### src/rtl/uart_pkg.sv
// uart_pkg: definitions shared by the UART receiver, transmitter and baud
// generator. It holds the parity mode codes, the receive FSM state type and
// the oversampling-ratio legality check.
package uart_pkg;

  localparam int unsigned PARITY_NONE = 0;
  localparam int unsigned PARITY_ODD  = 1;
  localparam int unsigned PARITY_EVEN = 2;

  typedef enum logic [2:0] {
    ST_IDLE,
    ST_START,
    ST_DATA,
    ST_PARITY,
    ST_STOP,
    ST_BRK_WAIT
  } rx_state_e;

  // An even ratio gives a centred midpoint; 8 is the minimum that keeps the
  // three vote points inside the bit.
  function automatic bit os_legal(input int unsigned os);
    return (os >= 8) && ((os % 2) == 0);
  endfunction

endpackage

### src/rtl/uart_rx_sampler.sv
// uart_rx_sampler: the front end of the UART receiver. It contains a 2-flop
// synchroniser, the per-bit tick counter and a 3-point majority voter.
//   clk, rst      system clock and asynchronous active-high reset
//   clk_smp_i     sample enable (OVERSAMPLE x baud)
//   rxd_i         raw serial input
//   restart_i     this tick is t=0 of a new start bit
//   rxd_s_o       synchronised line
//   vote_o        majority of the samples at t=M-1, M, M+1 (valid with strobe)
//   vote_stb_o    tick at t=M+1
//   bit_end_o     tick at t=OVERSAMPLE-1
module uart_rx_sampler #(
  parameter int unsigned OVERSAMPLE = 16
) (
  input  logic clk,
  input  logic rst,
  input  logic clk_smp_i,
  input  logic rxd_i,
  input  logic restart_i,
  output logic rxd_s_o,
  output logic vote_o,
  output logic vote_stb_o,
  output logic bit_end_o
);

  localparam int unsigned TW  = $clog2(OVERSAMPLE);
  localparam int unsigned MID = OVERSAMPLE / 2;

  logic          sync1_q, sync2_q;
  logic          smp_a_q, smp_b_q;
  logic [TW-1:0] t_q, t_d;

  // A restart tick is t=0, so the following tick is t=1.
  always_comb begin
    t_d = t_q;
    if (clk_smp_i) begin
      if (restart_i)                        t_d = TW'(1);
      else if (t_q == TW'(OVERSAMPLE - 1))  t_d = '0;
      else                                  t_d = t_q + 1'b1;
    end
  end

  always_ff @(posedge clk or posedge rst) begin
    if (rst) begin
      sync1_q <= 1'b1;
      sync2_q <= 1'b1;
      smp_a_q <= 1'b1;
      smp_b_q <= 1'b1;
      t_q     <= '0;
    end else begin
      t_q <= t_d;
      if (clk_smp_i) begin
        sync1_q <= rxd_i;
        sync2_q <= sync1_q;
        if (t_q == TW'(MID - 1)) smp_a_q <= sync2_q;
        if (t_q == TW'(MID))     smp_b_q <= sync2_q;
      end
    end
  end

  assign rxd_s_o    = sync2_q;
  assign vote_o     = (smp_a_q & smp_b_q) | (smp_a_q & sync2_q) | (smp_b_q & sync2_q);
  assign vote_stb_o = clk_smp_i && (t_q == TW'(MID + 1));
  assign bit_end_o  = clk_smp_i && (t_q == TW'(OVERSAMPLE - 1));

endmodule

### src/rtl/uart_rx_frame.sv
// uart_rx_frame: a parametrised UART receive engine. It provides a
// configurable data width, parity mode and stop-bit count, and it reports
// parity errors, framing errors and line-break conditions.
//   clk, rst     system clock and asynchronous active-high reset
//   clk_smp      sample enable, one clk pulse at OVERSAMPLE x baud
//   rxd          serial input; the line idles high
//   rxd_data     last received word, with the LSB received first
//   rxd_valid    one-clk pulse when a frame completes
//   parity_err   parity mismatch for the word in rxd_data
//   frame_err    a stop bit sampled 0 for the word in rxd_data
//   break_det    one-clk pulse when a line break is detected
module uart_rx_frame
  import uart_pkg::*;
#(
  parameter int unsigned DATA_BITS   = 8,
  parameter int unsigned PARITY_MODE = 0,
  parameter int unsigned STOP_BITS   = 1,
  parameter int unsigned OVERSAMPLE  = 16
) (
  input  logic                 clk,
  input  logic                 rst,
  input  logic                 clk_smp,
  input  logic                 rxd,
  output logic [DATA_BITS-1:0] rxd_data,
  output logic                 rxd_valid,
  output logic                 parity_err,
  output logic                 frame_err,
  output logic                 break_det
);

  if (!(DATA_BITS >= 5 && DATA_BITS <= 9) || (PARITY_MODE > 2) ||
      !(STOP_BITS == 1 || STOP_BITS == 2) || !os_legal(OVERSAMPLE)) begin : g_param_err
    $error("uart_rx_frame: illegal parameter set");
  end

  localparam int unsigned KW = $clog2(DATA_BITS);
  localparam int unsigned TW = $clog2(OVERSAMPLE);

  logic rxd_s, vote, vote_stb, bit_end, restart;

  rx_state_e            state_q, state_d;
  logic [KW-1:0]        k_q, k_d;
  logic                 stop_q, stop_d;
  logic [DATA_BITS-1:0] sr_q, sr_d;
  logic                 par_q, par_d;     // running XOR of the data votes
  logic                 zero_q, zero_d;   // every vote so far was 0
  logic                 perr_q, perr_d;
  logic                 ferr_q, ferr_d;
  logic [TW-1:0]        hi_q, hi_d;       // consecutive high ticks in BRK_WAIT
  logic                 complete, brk, p;

  assign restart = clk_smp && (state_q == ST_IDLE) && !rxd_s;

  uart_rx_sampler #(.OVERSAMPLE(OVERSAMPLE)) u_sampler (
    .clk        (clk),
    .rst        (rst),
    .clk_smp_i  (clk_smp),
    .rxd_i      (rxd),
    .restart_i  (restart),
    .rxd_s_o    (rxd_s),
    .vote_o     (vote),
    .vote_stb_o (vote_stb),
    .bit_end_o  (bit_end)
  );

  always_comb begin
    state_d  = state_q;
    k_d      = k_q;
    stop_d   = stop_q;
    sr_d     = sr_q;
    par_d    = par_q;
    zero_d   = zero_q;
    perr_d   = perr_q;
    ferr_d   = ferr_q;
    hi_d     = hi_q;
    complete = 1'b0;
    brk      = 1'b0;
    p        = par_q ^ vote;
    if (clk_smp) begin
      unique case (state_q)
        ST_IDLE: begin
          if (!rxd_s) begin
            state_d = ST_START;
            k_d     = '0;
            stop_d  = 1'b0;
            par_d   = 1'b0;
            zero_d  = 1'b1;
            perr_d  = 1'b0;
            ferr_d  = 1'b0;
          end
        end
        ST_START: begin
          if (vote_stb && vote) state_d = ST_IDLE;
          else if (bit_end)     state_d = ST_DATA;
        end
        ST_DATA: begin
          if (vote_stb) begin
            sr_d   = {vote, sr_q[DATA_BITS-1:1]};
            par_d  = par_q ^ vote;
            zero_d = zero_q & ~vote;
          end
          if (bit_end) begin
            if (k_q == KW'(DATA_BITS - 1))
              state_d = (PARITY_MODE != PARITY_NONE) ? ST_PARITY : ST_STOP;
            else
              k_d = k_q + 1'b1;
          end
        end
        ST_PARITY: begin
          if (vote_stb) begin
            perr_d = (PARITY_MODE == PARITY_ODD) ? ~p : p;
            zero_d = zero_q & ~vote;
          end
          if (bit_end) state_d = ST_STOP;
        end
        ST_STOP: begin
          // Leave on the final stop vote, not at the bit end, so the next
          // start edge is caught with half a bit of margin.
          if (vote_stb) begin
            if (!stop_q && zero_q && !vote) begin
              brk     = 1'b1;
              hi_d    = '0;
              state_d = ST_BRK_WAIT;
            end else begin
              if (!vote) ferr_d = 1'b1;
              if (stop_q == 1'(STOP_BITS - 1)) begin
                complete = 1'b1;
                state_d  = ST_IDLE;
              end else begin
                stop_d = 1'b1;
              end
            end
          end
        end
        ST_BRK_WAIT: begin
          if (rxd_s) begin
            if (hi_q == TW'(OVERSAMPLE - 1)) state_d = ST_IDLE;
            else                             hi_d = hi_q + 1'b1;
          end else begin
            hi_d = '0;
          end
        end
        default: state_d = ST_IDLE;
      endcase
    end
  end

  always_ff @(posedge clk or posedge rst) begin
    if (rst) state_q <= ST_IDLE;
    else     state_q <= state_d;
  end

  always_ff @(posedge clk or posedge rst) begin
    if (rst) begin
      k_q        <= '0;
      stop_q     <= 1'b0;
      sr_q       <= '0;
      par_q      <= 1'b0;
      zero_q     <= 1'b0;
      perr_q     <= 1'b0;
      ferr_q     <= 1'b0;
      hi_q       <= '0;
      rxd_data   <= '0;
      rxd_valid  <= 1'b0;
      parity_err <= 1'b0;
      frame_err  <= 1'b0;
      break_det  <= 1'b0;
    end else begin
      k_q       <= k_d;
      stop_q    <= stop_d;
      sr_q      <= sr_d;
      par_q     <= par_d;
      zero_q    <= zero_d;
      perr_q    <= perr_d;
      ferr_q    <= ferr_d;
      hi_q      <= hi_d;
      rxd_valid <= complete;
      break_det <= brk;
      if (complete) begin
        rxd_data   <= sr_q;
        parity_err <= perr_d;
        frame_err  <= ferr_d;
      end
    end
  end

endmodule

### config.mk
export PLATFORM = sky130hd
export DESIGN_NAME = uart_rx_frame
export DESIGN_NICKNAME = d
export VERILOG_FILES = /design/src/rtl/uart_pkg.sv /design/src/rtl/uart_rx_sampler.sv /design/src/rtl/uart_rx_frame.sv
export SDC_FILE = /design/constraint.sdc
export NUM_CORES = 1
export LEC_CHECK = 0
export CORE_ASPECT_RATIO = 0.6
export CORE_MARGIN = 2
export CORE_UTILIZATION = 25
export DETAILED_ROUTE_END_ITERATION = 12
export SETUP_SLACK_MARGIN = 0.02
export SYNTH_ARGS = -nofsm -noshare
export SYNTH_HDL_FRONTEND = slang
export SYNTH_HIERARCHICAL = 1
export SYNTH_SLANG_ARGS = --single-unit
### constraint.sdc
create_clock -name clk -period 2.09 [get_ports clk]
set_input_delay 0.418 -clock clk [delete_from_list [all_inputs] [get_ports clk]]
set_output_delay 0.418 -clock clk [all_outputs]
set_load 0.05 [all_outputs]
==> flow_summary.json, run 1 <==
{
  "p_seq_share_pct": 41.7,
  "yosysWarnings": 6,
  "hold_violations": 0,
  "max_freq_mhz": 501,
  "skew_ns": 0.00713,
  "cts_hold_buf": 0,
  "ys.flop_type": "dfrtp_1",
  "antennaDiodeCount": 0,
  "dp_cells": 326,
  "p_int_uw": 1770,
  "max_stage_delay_ns": 0.40,
  "syn-cell-area_um2": 2060,
  "status": "complete, no violations",
  "clk_path_buf_depth": 2,
  "setup_viol": 0,
  "antenna_found_initial": 0,
  "place.gp.congestion": 0.843,
  "clk_latency_ns": 0.28,
  "cts_made_buffers": 5,
  "maxSlewHeadroom_pct": 66.8,
  "cts_htree_levels": 2,
  "grtUsageMet3_pct": 2.61,
  "cp-start-kind": "register",
  "crit_arrival_ns": 2.15,
  "syn_avg_cell_area_um2": 11.2,
  "p_comb_share_pct": 22.0,
  "cp-end-kind": "register",
  "drc_errors": 0,
  "grt_util_met2_pct": 14.8,
  "cts_tree": "yes",
  "clock-sinks": 42,
  "netlist_instances": 185,
  "seq_area_frac_synth_pct": 51.2,
  "ir_drop_mv": 0.384,
  "die_w_um": 121,
  "critPathBufInv": 2,
  "period_share_pct": 95.5,
  "area_growth_pct": 32.1,
  "io_pins": 16,
  "drv_cap": 0,
  "start_util_pct": 26.0,
  "drt_iter0_drc": 86,
  "grtUsageMet1_pct": 16.2,
  "dieArea_um2": 9020,
  "final_area_um2": 2730,
  "hold_path_class": "in2async",
  "grt_usage_pct": 10.7,
  "whs_ns": 0.429,
  "hpwl_mm": 3.09,
  "io_buffers": 15,
  "first_pass_iters": 4,
  "ant_nets": 0,
  "total_leakage_power_uw": 0.00124,
  "placed_cell_area_um2": 2510,
  "reg2reg_slack_ns": 0.09,
  "path_max_fanout": 5,
  "dr_total_vias": 1502,
  "detail_route.wl_per_cell_um": 12.8,
  "path_class": "reg2reg",
  "p_switching_uw": 650,
  "crit_chain": "inv_2, ha_4, and3_4, nand2_1, or3_4, a21oi_4, buf_6, mux2_2",
  "drive_above_1_share_pct": 28.8,
  "power_density_nw_per_um2": 889,
  "period_needed_ns": 2.00,
  "ys_top_cells_by_area": "dfrtp_1, mux2_2, dfstp_2, ha_1, nand2_1",
  "cpLargestDelayFamily": "simple AND/OR/NAND/NOR gates",
  "yosys.area.top_type": "dfrtp_1",
  "grt_busiest_layer": "met1",
  "p_clk_share_pct": 36.3,
  "syn_nets": 195,
  "synth-edff-count": 0,
  "ys_ff_latch": 42,
  "row_count": 25,
  "clk_pin_slew_ns": 0.06,
  "ys_types": 50,
  "grt_start_max_net_pins": 35,
  "nNetsFinal": 235,
  "vias_per_cell": 4.50,
  "worst_pin_slew_ns": 0.497,
  "slowest_stage": "or3_4",
  "synth_top_area_share_pct": 46.1,
  "required_ns": 2.25,
  "fin_setup_tns_ns": 0,
  "die-height_um": 74.4,
  "report.final.slew_viol_count": 0,
  "cts_root_buffer": "clkbuf_16",
  "rsz0062_at_grt": "true",
  "gr-total-overflow": 0,
  "final_cell_mix": "dfrtp_1, buf_4, mux2_2, clkdlybuf4s50_1, nand2_1",
  "grt_pass1_vias": 1456,
  "core_area_um2": 7950,
  "final_cells": 334,
  "async_reset_ff_share_pct": 100,
  "layout_commonest_cell": "dfrtp_1",
  "wl_mm": 4.27,
  "grt_first_pass_wirelength_mm": 7.42,
  "swShare_pct": 26.9
}
## cells by family after synthesis
group                      after synthesis  share of synthesized area (%)
and+or+nand+nor                         56                           14.9
DFF                                     42                           51.2
AOI/OAI and AO/OA                       36                           11.7
muxes                                   25                           13.6
buffers and inverters                   18                           4.06
adders and majority gates                7                           4.12
xor gates and xnor gates                 1                          0.425
## worst paths after layout
| kind | depth (start not counted) | end | from |
|---|---|---|---|
| setup reg to reg | 8 | parity_err | u_sampler/t_q[1] |
| hold reg to reg | 1 | rxd_data[0] | rxd_data[0] |
| hold / removal | 2 | u_sampler/t_q[0] | rst |
| min in group clk | 1 | rxd_data[0] | rxd_data[0] |
| max in group asynchronous | 3 | sr_q[3] | rst |
| setup / recovery | 8 | parity_err | u_sampler/t_q[1] |
## per-layer routing
metal / share of wire (%) / routed length, um / up-vias
met2: 40 / 1690 / 27
met5: 0 / 0 / -
met4: 0.94 / 40 / 0
met1: 55 / 2350 / 725
li1: - / - / 748
met3: 4.4 / 188 / 2
## power by group through the flow
stage          Combinational [uW]  Clock [uW]  Sequential [uW]
2_1_floorplan                 292           0             1030
3_3_place_gp                  500           0             1020
3_5_place_dp                  505           0             1020
4_1_cts                       522         903             1010
5_1_grt                       594         944             1030
6_report                      532         879             1010
## synth_stat cells, drive strengths merged, types with 2 or more instances
cell type,number
o22ai,2
a21o,4
nand4,3
a21oi,7
clkbuf,3
and3,2
nor2b,3
buf,4
o211ai,2
ha,6
inv,11
a31oi,4
mux2,21
nor2,8
nor3,5
nand2b,4
nand3,8
dfstp,4
nand2,13
or3,2
mux2i,4
dfrtp,38
o21ai,8
## timing repair
action                                  CTS  global route
endpoints found under the setup margin   13             9
resized for setup                         8             4
buffers inserted                          0             0
pin swaps                                 1             1
## cell type report
| type | instances | area (um2) |
|---|---|---|
| Clock inverter | 3 | 45.0 |
| Timing Repair Buffer | 40 | 360 |
| Multi-Input combinational cell | 125 | 962 |
| Clock buffer | 5 | 125 |
| Sequential cell | 42 | 1060 |
| Fill cell | 805 | 5220 |
| Tap cell | 108 | 135 |
| Inverter | 11 | 41.3 |
## registers in the layout, indices dropped and copies added (netlist names), 3 cells and up
signal and count:
rxd_data 8, sr_q 8, hi_q 4, u_sampler/t_q 4, k_q 3, state_q 3
## through the flow
step,util (%),setup slack [ns],total power [uW]
3_3_place_gp,31.5,-0.488,1520
6_report,34.3,0.0942,2420
4_1_cts,34.1,0.0809,2430
2_1_floorplan,-,0.0511,1320
3_5_place_dp,31.5,-0.434,1520
5_1_grt,34.3,0.00519,2570
Power figures use the tool's default switching activity.
==> run 2: changes to the inputs <==
--- a/config.mk
+++ b/config.mk
@@ -5,11 +5,14 @@
 export SDC_FILE = /design/constraint.sdc
 export NUM_CORES = 1
 export LEC_CHECK = 0
+export CELL_PAD_IN_SITES_DETAIL_PLACEMENT = 0
+export CELL_PAD_IN_SITES_GLOBAL_PLACEMENT = 1
 export CORE_ASPECT_RATIO = 0.6
 export CORE_MARGIN = 2
 export CORE_UTILIZATION = 25
 export DETAILED_ROUTE_END_ITERATION = 12
-export SETUP_SLACK_MARGIN = 0.02
+export PLACE_DENSITY_LB_ADDON = 0.1
+export SETUP_SLACK_MARGIN = 0.3
 export SYNTH_ARGS = -nofsm -noshare
 export SYNTH_HDL_FRONTEND = slang
 export SYNTH_HIERARCHICAL = 1
==> run 2 against run 1 <==
  * Maximum frequency increased by 5.2%
  * Core utilization is 2.2 points higher
  * Wire length rose by 18%
  * Cell count increased by 3.6%
==> flow_summary.json, run 2 (same netlist as run 1, synthesis figures left out) <==
{
  "place.gp.congestion": 0.750,
  "core_area_um2": 7950,
  "drv_cap": 0,
  "cts_made_buffers": 5,
  "multi_input_area_um2": 1070,
  "reg_top3": "rxd_data x8, sr_q x8",
  "cts_tree": "yes",
  "max_freq_mhz": 527,
  "grt_pass1_vias": 1551,
  "io_pins": 16,
  "gr-total-overflow": 0,
  "skew_ns": 0.00362,
  "grt_start_max_net_pins": 35,
  "area_growth_pct": 40.4,
  "cp-start-kind": "register",
  "detail_route.wl_per_cell_um": 14.6,
  "crit_arrival_ns": 2.07,
  "path_class": "reg2reg",
  "cp-end-kind": "register",
  "clk_latency_ns": 0.28,
  "nNetsFinal": 247,
  "antennaDiodeCount": 0,
  "first_pass_iters": 4,
  "final_core_util_pct": 36.5,
  "grt_first_pass_wirelength_mm": 8.07,
  "dp_cells": 322,
  "required_ns": 2.26,
  "fin_ws_ns": 0.194,
  "row_count": 25,
  "total_leakage_power_uw": 0.00138,
  "dieArea_um2": 9020,
  "r2r_start": "u_sampler/t_q[1]",
  "period_share_pct": 90.7,
  "die_w_um": 121,
  "report.final.slew_viol_count": 0,
  "antenna_found_initial": 0,
  "hpwl_mm": 3.56,
  "placed_cell_area_um2": 2540,
  "grt_usage_pct": 12.1,
  "seqCellArea_um2": 1060,
  "path_max_fanout": 6,
  "rsz0062_at_grt": "true",
  "power_density_nw_per_um2": 846,
  "final_area_um2": 2900,
  "total_power_uw": 2450,
  "ant_nets": 0,
  "maxSlewHeadroom_pct": 66.1,
  "fillers": 813,
  "die-height_um": 74.4,
  "dr_total_vias": 1578,
  "layout_commonest_cell": "dfrtp_1",
  "vias_per_cell": 4.56,
  "io_buffers": 15,
  "period_needed_ns": 1.90,
  "clk_path_buf_depth": 2,
  "worst_pin_slew_ns": 0.511,
  "cts_root_buffer": "clkbuf_16",
  "ir_drop_mv": 0.263,
  "drc_errors": 0,
  "drive_above_1_share_pct": 37.0,
  "hold_violations": 0,
  "status": "complete, no violations",
  "cts_htree_levels": 2,
  "cts_hold_buf": 0,
  "final_cell_mix": "dfrtp_1, buf_4, mux2_4, dlygate4sd2_1, nand2_1",
  "pre_cts_slack_ns": -0.340,
  "wl_mm": 5.05,
  "clock-sinks": 42,
  "drt_iter0_drc": 64,
  "final_cells": 346,
  "clk_pin_slew_ns": 0.06,
  "worstSetupStartpoint": "u_sampler/t_q[1]",
  "setup_viol": 0,
  "hold_path_class": "in2async",
  "start_util_pct": 26.0
}
[run 2: layout make-up]
cell class / instances / share of cell area (%)
flip-flops and latches: 42 / 36.6
inverters: 11 / 1.42
clock buffers: 6 / 4.79
clock inverters: 2 / 0.432
well taps: 108 / 4.66
multi-input cells: 125 / 36.8
repair buffers: 52 / 15.3
[run 2: final timing paths]
kind	endpoint	slack (ns)	depth (start not counted)
worst max-delay path	parity_err	0.19	8
worst min-delay path	u_sampler/t_q[1]	0.43	2
worst max register to register	parity_err	0.19	8
worst min register to register	k_q[1]	0.49	2
max in group asynchronous	state_q[0]	1.18	3
min in group clk	k_q[1]	0.49	2
[run 2: report_power, final]
group / leakage (uW) / total, uW / internal [uW] / switching [uW]
Combinational: 0.000776 / 629 / 338 / 291
Sequential: 0.000529 / 1030 / 938 / 91.2
Clock: 0.0000729 / 794 / 473 / 321
[run 2: metrics by stage]
step | setup TNS, ns | hold slack [ns]
2_1_floorplan | 0 | 0.231
3_3_place_gp | -5.20 | 0.475
3_5_place_dp | -5.68 | 0.482
4_1_cts | 0 | 0.432
5_1_grt | 0 | 0.458
6_report | 0 | 0.431
[run 2: per-layer routing]
layer	routed length, um	vias to the layer above	GRT usage (%)
li1	-	768	-
met1	2750	783	17.7
met2	2040	20	16.9
met3	200	7	3.76
met4	58	0	4.21
met5	0	-	0
[run 2: repair_timing]
action | CTS | global route
buffers inserted | 6 | 10
setup endpoints to repair | 46 | 29
resized for setup | 26 | 15
pin swaps | 1 | 4
[run 2: critical path: stages (launching register included)]
cell and delay, ns:
dfrtp_1 0.39, inv_2 0.08, ha_4 0.12, and3_4 0.19
nand2_4 0.04, or3_4 0.34, a21oi_4 0.15, buf_6 0.16
mux2_4 0.30
